--- src/rtl/pes_add_tree.sv ---
// pes_add_tree: three-stage pipelined 8-input unsigned adder tree.
//   Stage 1 registers four lane sums, stage 2 two partial sums, stage 3 the
//   grand total. Every output comes straight from a flop and is full width,
//   so no sum can wrap.
// Ports:
//   clk          clock, all state updates on rising edge
//   rst          asynchronous active-low reset, clears all outputs
//   a0..a3       8-bit first operands, lanes 0..3
//   b0..b3       8-bit second operands, lanes 0..3
//   y0..y3       9-bit registered lane sums, yN = aN + bN
//   y4, y5       10-bit registered partial sums, y0 + y1 and y2 + y3
//   y            11-bit registered grand total, y4 + y5
module pes_add_tree (
  output logic [10:0] y,
  output logic [8:0]  y0,
  output logic [8:0]  y1,
  output logic [8:0]  y2,
  output logic [8:0]  y3,
  output logic [9:0]  y4,
  output logic [9:0]  y5,
  input  logic [7:0]  a0,
  input  logic [7:0]  a1,
  input  logic [7:0]  a2,
  input  logic [7:0]  a3,
  input  logic [7:0]  b0,
  input  logic [7:0]  b1,
  input  logic [7:0]  b2,
  input  logic [7:0]  b3,
  input  logic        rst,
  input  logic        clk
);

  // Stage 1: lane sums, operands zero-extended to keep the carry.
  always_ff @(posedge clk or negedge rst) begin
    if (!rst) begin
      y0 <= '0;
      y1 <= '0;
      y2 <= '0;
      y3 <= '0;
    end else begin
      y0 <= {1'b0, a0} + {1'b0, b0};
      y1 <= {1'b0, a1} + {1'b0, b1};
      y2 <= {1'b0, a2} + {1'b0, b2};
      y3 <= {1'b0, a3} + {1'b0, b3};
    end
  end

  // Stage 2: partial sums of the current stage-1 registers.
  always_ff @(posedge clk or negedge rst) begin
    if (!rst) begin
      y4 <= '0;
      y5 <= '0;
    end else begin
      y4 <= {1'b0, y0} + {1'b0, y1};
      y5 <= {1'b0, y2} + {1'b0, y3};
    end
  end

  // Stage 3: grand total of the current stage-2 registers.
  always_ff @(posedge clk or negedge rst) begin
    if (!rst) begin
      y <= '0;
    end else begin
      y <= {1'b0, y4} + {1'b0, y5};
    end
  end

endmodule

--- config.mk ---
export PLATFORM = sky130hd
export DESIGN_NAME = pes_add_tree
export DESIGN_NICKNAME = d
export VERILOG_FILES = /design/src/rtl/pes_add_tree.sv
export SDC_FILE = /design/constraint.sdc
export NUM_CORES = 1
export LEC_CHECK = 0
export BUFFER_PORTS_ARGS = -buffer_cell sky130_fd_sc_hd__buf_2
export CAP_MARGIN = 20
export CELL_PAD_IN_SITES_DETAIL_PLACEMENT = 1
export CELL_PAD_IN_SITES_GLOBAL_PLACEMENT = 2
export CORE_ASPECT_RATIO = 0.9
export CORE_MARGIN = 10
export CORE_UTILIZATION = 35
export CTS_BUF_LIST = sky130_fd_sc_hd__clkbuf_4
export DETAILED_ROUTE_END_ITERATION = 10
export GPL_ROUTABILITY_DRIVEN = 0
export PLACE_DENSITY = 0.89
export SETUP_SLACK_MARGIN = 0.2
export SYNTH_ARGS = -nofsm -noshare
export SYNTH_HDL_FRONTEND = slang
export SYNTH_SLANG_ARGS = --single-unit
--- constraint.sdc ---
create_clock -name clk -period 4.4 [get_ports clk]
set_clock_uncertainty 0.2 [all_clocks]
set_input_delay 0.22 -clock clk [delete_from_list [all_inputs] [get_ports clk]]
set_output_delay 0.22 -clock clk [all_outputs]
set_load 0.01 [all_outputs]
== Word-level counts from Yosys, hierarchy flattened ==
Index checks and enable logic that the tools add are counted.

* Bits of input ports: 66
* Output and inout port bits: 67
* Word-level logic and storage cells: 14
* Register bits: 67

* $add $sub $neg: 7

{| class="wikitable"
|+ Operator list
! cell !! number
|-
| $add 8x8->9 || 4
|-
| $add 9x9->10 || 2
|-
| $add 10x10->11 || 1
|}

== Logic depth before layout (Yosys ltp) ==
Gate-level depths: netlist (run 1).

* Depth in word-level cells: 1
* Depth in mapped cells: 8
* Gate-level depth less buffers: 8

== Worst setup path before layout (run 1) ==
No wires, ideal clock.

* Kind: reg2reg
* From: register y0[0]
* To: register y4[8]
* Period minus slack after synthesis: 1952 ps
* Buffers on the path: 0
* Arrival: 1624 ps
* Stages on the path, launching flop included: 8
* Data required time: 4072 ps
* Library setup time: 128 ps
* Setup slack: 2448 ps
* Cells stage by stage: dfrtp_1 ha_1 fa_1 a21oi_1 o211ai_1 nor2_1 o21bai_1 xor2_1

* Longest elaborated chain between the ends: 1

{| class="wikitable"
|+ Ends and longest elaborated chain
! element !! line !! text
|-
| from (decl) || 15 || <nowiki>output logic [8:0] y0,</nowiki>
|-
| from (signal assigned) || 41 || <nowiki>y0 <= {1'b0, a0} + {1'b0, b0};</nowiki>
|-
| $add 9x9->10 || 54 || <nowiki>y4 <= {1'b0, y0} + {1'b0, y1};</nowiki>
|-
| to (signal assigned) || 54 ||
|-
| to (decl) || 19 || <nowiki>output logic [9:0] y4,</nowiki>
|}

Every way passes these cells.

== Worst setup path after layout (run 1) ==
* From: input port b0[2]
* To: register y0[2]

* Longest elaborated chain between the ends: 1

{| class="wikitable"
|+ Ends and longest elaborated chain
! element !! line !! text
|-
| from (decl) || 25 || <nowiki>input logic [7:0] b0,</nowiki>
|-
| $add 8x8->9 || 41 ||
|}

Every way passes these cells.

==> flow_summary.toml, run 1 <==
[run_status]
outcome = "finished, final reports clean"

[worst_setup_path]
crit_chain = "dlygate4sd3_1 -> buf_2 -> ha_1 -> dlygate4sd3_1 -> xor2_1 -> dlygate4sd3_1"
crit_family = "buffers and inverters"
crit_required_ps = 4500
critical_path_arrival_ps = 2490
max_stage_delay_ps = 590
slowest_stage = "dlygate4sd3_1"
crit_top_cell = "dlygate4sd3_1"
path_max_fanout = 4
worstSetupPathType = "input pin to flop"
critPathCaptureType = "flop"
start_kind = "input pin"
crit_buf_inv = 4

[clock_tree]
ctsLongestPathBuffers = 2
numCtsBuffers = 9
cts_sinks = 67
clk_latency_ps = 410
cts_tree = "done"
clk_pin_slew_worst_paths_ps = 110
h-tree-depth = 3
cts_root_buf = "clkbuf_4"
cts.repair.resized = 0

[synthesis]
post_synth.cell_area_avg_um2 = 11.0
yosys_warnings = 0
syn-num-nets = 492
synth_edf_count = 0
ys.flop_type = "dfrtp_1"
ys_seq_area_share_pct = 42.4
synthCells = 359
synthDistinctLibCells = 37
ys_ff_latch = 67
synth_area_um2 = 3960
synthArstFlopShare_pct = 100

[sta]
final_hold_viol_count = 0
min_period_ps = 2390
tightest_slew_ps = 797
period_share_pct = 54.4
finalSetupTns_ps = 0
slew_viol_final = 0
setup_viol = 0
fmax_mhz = 418
slew_headroom_pct = 46.8
rsz0062_at_grt = "false"

[final_layout]
fin_util_pct = 50.0
final_cell_count_no_fill = 716
n_fill_cell = 1258
syn_to_final_growth_pct = 38.2
nets = 690
drive_above_1_share_pct = 28.8
layout_commonest_cell = "buf_2"
final_cell_mix = "buf_2, dfrtp_1, ha_1, dlygate4sd3_1, xnor2_1"

[die]
dieArea_um2 = 16000
rows = 36
core_region_area_um2 = 10900
die_w_um = 132
start_util_pct = 36.2
num_io_pins = 133
die_y_um = 121

[detailed_routing]
top_layer = "met4"
met1Wirelength_um = 4900
drt-total-wl_um = 12500
ant_nets = 0
drt_pass1_iterations = 5
route.detailed.drc = 0
via_per_inst = 4.89
drtIter0Drc = 71
routed-wl-met2_um = 6660
met3_length_um = 696
post_drt_wl_per_cell_um = 17.4
via_count = 3498

[placement]
portBuffers = 132
dp_hpwl_um = 9650
place_inst = 644

[pwr]
ir_worst_vdd_v = 0.000163
p_leak_nw = 2.71
power.density_nw_per_um2 = 526

[grt]
grt_max_degree = 38
antenna_found_initial = 2
grt_pass1_vias = 4061
grt_use_total_pct = 15.7
grt.overflow.total = 0
grt_pass1_wl_um = 20300

[job]
drv_cap = 0

[min_path]
hold_path_class = "input pin to flop"
[power breakdown]
part	internal [W]	total, W	switching, W	leakage (nW)
Sequential	0.000827	0.000957	0.000130	0.788
Clock	0.000118	0.000336	0.000218	0.0657
Combinational	0.000734	0.00158	0.000850	1.85
Total	0.00168	0.00288	0.00120	2.71
[state kept, by name (all words and copies together) (netlist names)]
| register | count |
|---|---|
| y | 11 |
| y4 | 10 |
| y5 | 10 |
| y0 | 9 |
| y1 | 9 |
| y2 | 9 |
| y3 | 9 |
[cell usage after synthesis (6+ instances only)]
cell / number / area (µm²)
fa_1: 7 / 140
nor3_1: 13 / 65.1
nand3_1: 13 / 65.1
nand2_1: 15 / 56.3
ha_1: 60 / 751
xor2_1: 14 / 123
or2_2: 6 / 37.5
dfrtp_1: 67 / 1680
xnor2_1: 29 / 254
nor2_1: 27 / 101
a21o_1: 12 / 90.1
a21oi_1: 22 / 110
inv_1: 12 / 45.0
o21ai_0: 10 / 50.1
[through the flow]
step	hold slack (ps)	total power [W]	cell area [µm²]	worst slack (ps)
2_1_floorplan	-276	0.00196	3960	2450
3_3_place_gp	145	0.00243	4820	2290
3_5_place_dp	153	0.00251	4820	2170
4_1_cts	6.16	0.00291	5470	2060
5_1_grt	30.4	0.00313	5470	1990
6_report	39.7	0.00288	5470	2010
[kinds of logic (layout without fill, tap and decap cells)]
group | Yosys count | after routing | synth area share (%)
simple gates | 90 | 90 | 10.8
compound gates | 80 | 80 | 13.7
fa+ha+maj | 67 | 67 | 22.5
flops | 67 | 67 | 42.4
xor+xnor | 43 | 43 | 9.51
buf+inv | 12 | 215 | 1.14
other cells | 0 | 2 | 0
[worst register-to-register path: cells and delay by family (launching register included)]
family | cells | cell delay, ps
xor gates and xnor gates | 1 | 200
and+or+nand+nor | 1 | 140
DFF | 1 | 420
adders and majority gates | 2 | 630
AOI/OAI and AO/OA | 3 | 490
[timing repair]
item	in CTS	in global routing
hold buffers	54	0
setup endpoints to repair	0	0
endpoints found under the hold margin	62	0
setup buffers	0	0
[layout make-up]
class,count,area [µm²],area share [%]
antenna,2,5.00,0.0915
clock buffer,10,75.1,1.37
clock inverter,6,32.5,0.595
inverter,12,45.0,0.823
multi-input combinational,280,2240,40.9
sequential,67,1680,30.6
tap,152,190,3.48
timing repair buffer,187,1210,22.1
[worst paths after layout]
check	startpoint	to	slack [ps]	depth (start not counted)
max	b0[2]	y0[2]	2010	6
min	b2[5]	y2[5]	40	3
max reg2reg	y1[0]	y4[8]	2230	7
min reg2reg	y0[0]	y4[0]	330	1
max in group asynchronous	rst	y0[7]	2830	3
min in group asynchronous	rst	y[3]	220	2
[routing by layer]
layer,up-vias,global-route usage [%]
met5,-,0
met2,94,29.6
met3,16,4.72
met4,0,4.93
li1,1691,-
met1,1697,16.5
(Power assumes the default switching activity.)
==> run 2, diff against run 1 <==
--- a/config.mk
+++ b/config.mk
@@ -11,11 +11,11 @@
 export CELL_PAD_IN_SITES_GLOBAL_PLACEMENT = 2
 export CORE_ASPECT_RATIO = 0.9
 export CORE_MARGIN = 10
-export CORE_UTILIZATION = 35
+export CORE_UTILIZATION = 29
 export CTS_BUF_LIST = sky130_fd_sc_hd__clkbuf_4
 export DETAILED_ROUTE_END_ITERATION = 10
 export GPL_ROUTABILITY_DRIVEN = 0
-export PLACE_DENSITY = 0.89
+export PLACE_DENSITY = 0.78
 export SETUP_SLACK_MARGIN = 0.2
 export SYNTH_ARGS = -nofsm -noshare
 export SYNTH_HDL_FRONTEND = slang
==> constraint.sdc (replaced) <==
create_clock -name clk -period 2 [get_ports clk]
set_clock_uncertainty 0.2 [all_clocks]
set_input_delay 0.1 -clock clk [delete_from_list [all_inputs] [get_ports clk]]
set_output_delay 0.1 -clock clk [all_outputs]
set_load 0.01 [all_outputs]
==> flow_summary.toml, run 2 (synthesized netlist as in run 1, its figures left out) <==
[final_layout]
final_cell_mix = "buf_2, dlygate4sd3_1, dfrtp_1, ha_1, buf_4"
largest_register = "y"
drive_above_1_share_pct = 40.1
largest_reg_flops = 11
nets = 755
final_area_um2 = 6390
layout_commonest_cell = "buf_2"
syn_to_final_growth_pct = 61.4
reg.largest.list = "y (11), y4 (10), y5 (10)"
fin_util_pct = 47.8

[worst_setup_path]
start_kind = "flop"
worstSetupPathType = "flop to flop"
critical_path_arrival_ps = 2070
critPathCaptureType = "flop"
path_max_fanout = 2
crit_required_ps = 2090

[detailed_routing]
ant_nets = 0
via_count = 3676
drt_pass1_iterations = 4
drtIter0Drc = 100
route.detailed.drc = 0
via_per_inst = 4.64
post_drt_wl_per_cell_um = 16.7
drt-total-wl_um = 13300

[sta]
slew_viol_final = 0
fmax_mhz = 505
setup_viol = 0
final_hold_viol_count = 0
min_period_ps = 1980
whs_ps = 48.1
rsz0062_at_grt = "true"
tightest_slew_ps = 856
slew_headroom_pct = 42.9
period_share_pct = 99.0

[grt]
grt_pass1_vias = 4172
grt_pass1_wl_um = 20600
grt_use_total_pct = 14.0
grt_max_degree = 68
grt.overflow.total = 0
antenna_found_initial = 1

[clock_tree]
cts_root_buf = "clkbuf_4"
clk_pin_slew_worst_paths_ps = 100
cts_tree = "done"
numCtsBuffers = 9
h-tree-depth = 3
ctsLongestPathBuffers = 2
clk_latency_ps = 420
cts_sinks = 67

[placement]
place_area_um2 = 4880
portBuffers = 132
dp_hpwl_um = 9440

[pwr]
power.density_nw_per_um2 = 1140
ir_worst_vdd_v = 0.000388
p_leak_nw = 3.07

[die]
die_w_um = 143
core_region_area_um2 = 13400
dieArea_um2 = 18700
num_io_pins = 133
start_util_pct = 29.6
rows = 40
die_y_um = 131

[min_path]
hold_path_class = "input pin to flop"

[run_status]
outcome = "finished, final reports clean"

[job]
drv_cap = 0
run 2: cell count changes in the layout (fill, tap and decap cells not counted), moves of 9 or more:
cell	before	now
a21oi_1	22	12
a21oi_2	2	11
buf_4	1	39
ha_4	0	11
dlygate4sd3_1	54	75
ha_1	60	48
run 2: report_power, final:
part / leakage, nW / switching [W] / total (W) / internal, W
logic: 2.23 / 0.00218 / 0.00443 / 0.00225
registers: 0.787 / 0.000338 / 0.00216 / 0.00182
clock network: 0.0568 / 0.000433 / 0.000707 / 0.000275
total: 3.07 / 0.00295 / 0.00730 / 0.00435
run 2: cell type report:
type / instances / area, µm²
Inverter: 12 / 45.0
Multi-Input combinational cell: 280 / 2580
Clock inverter: 1 / 3.75
Sequential cell: 67 / 1680
Timing Repair Buffer: 252 / 1780
Clock buffer: 12 / 90.1
Tap cell: 168 / 210
Fill cell: 1478 / 6970
Antenna cell: 1 / 2.50
run 2: repair_timing:
item / 4_1_cts / 5_1_grt
endpoints found under the hold margin: 103 / 0
resized for setup: 24 / 40
buffers inserted: 27 / 12
setup endpoints to repair: 16 / 30
hold buffers: 78 / 0
pin swaps: 30 / 34
gates cloned: 0 / 0
run 2: final timing paths:
path / depth (start not counted) / from / end / slack (ps)
max: 7 / y0[0] / y4[8] / 20
min reg2reg: 1 / y3[0] / y5[0] / 340
max in group asynchronous: 2 / rst / y2[4] / 850
max reg2reg: 7 / y0[0] / y4[8] / 20
min: 5 / a1[3] / y1[4] / 50
min in group asynchronous: 2 / rst / y0[8] / 130
run 2: stage by stage:
stage / worst slack, ps / power [W] / TNS (ps) / std cells
CTS: -18.1 / 0.00691 / -18.1 / 781
global placement: -11.7 / 0.00547 / -11.7 / 663
finish: 20.4 / 0.00730 / 0 / 793
global route: -72.6 / 0.00794 / -327 / 793
floorplan: 135 / 0.00434 / 0 / 359
detailed placement: -43.5 / 0.00557 / -52.8 / 663
run 2: per-layer routing:
layer | up-vias | routed length [µm] | part of all wire [%] | GRT usage (%)
li1 | 1814 | - | - | -
met1 | 1771 | 5350 | 40 | 15.2
met2 | 80 | 6990 | 53 | 25.5
met3 | 11 | 792 | 6.0 | 4.65
met4 | 0 | 148 | 1.1 | 4.06
met5 | - | 0 | 0 | 0
run 2: critical path, cell delays in order, from the launching register on:
cell and delay, ps:
dfrtp_1 430, ha_4 190, fa_2 350, a21oi_2 170, o211ai_1 150, nor2_1 140
o21bai_1 80, xor2_1 150
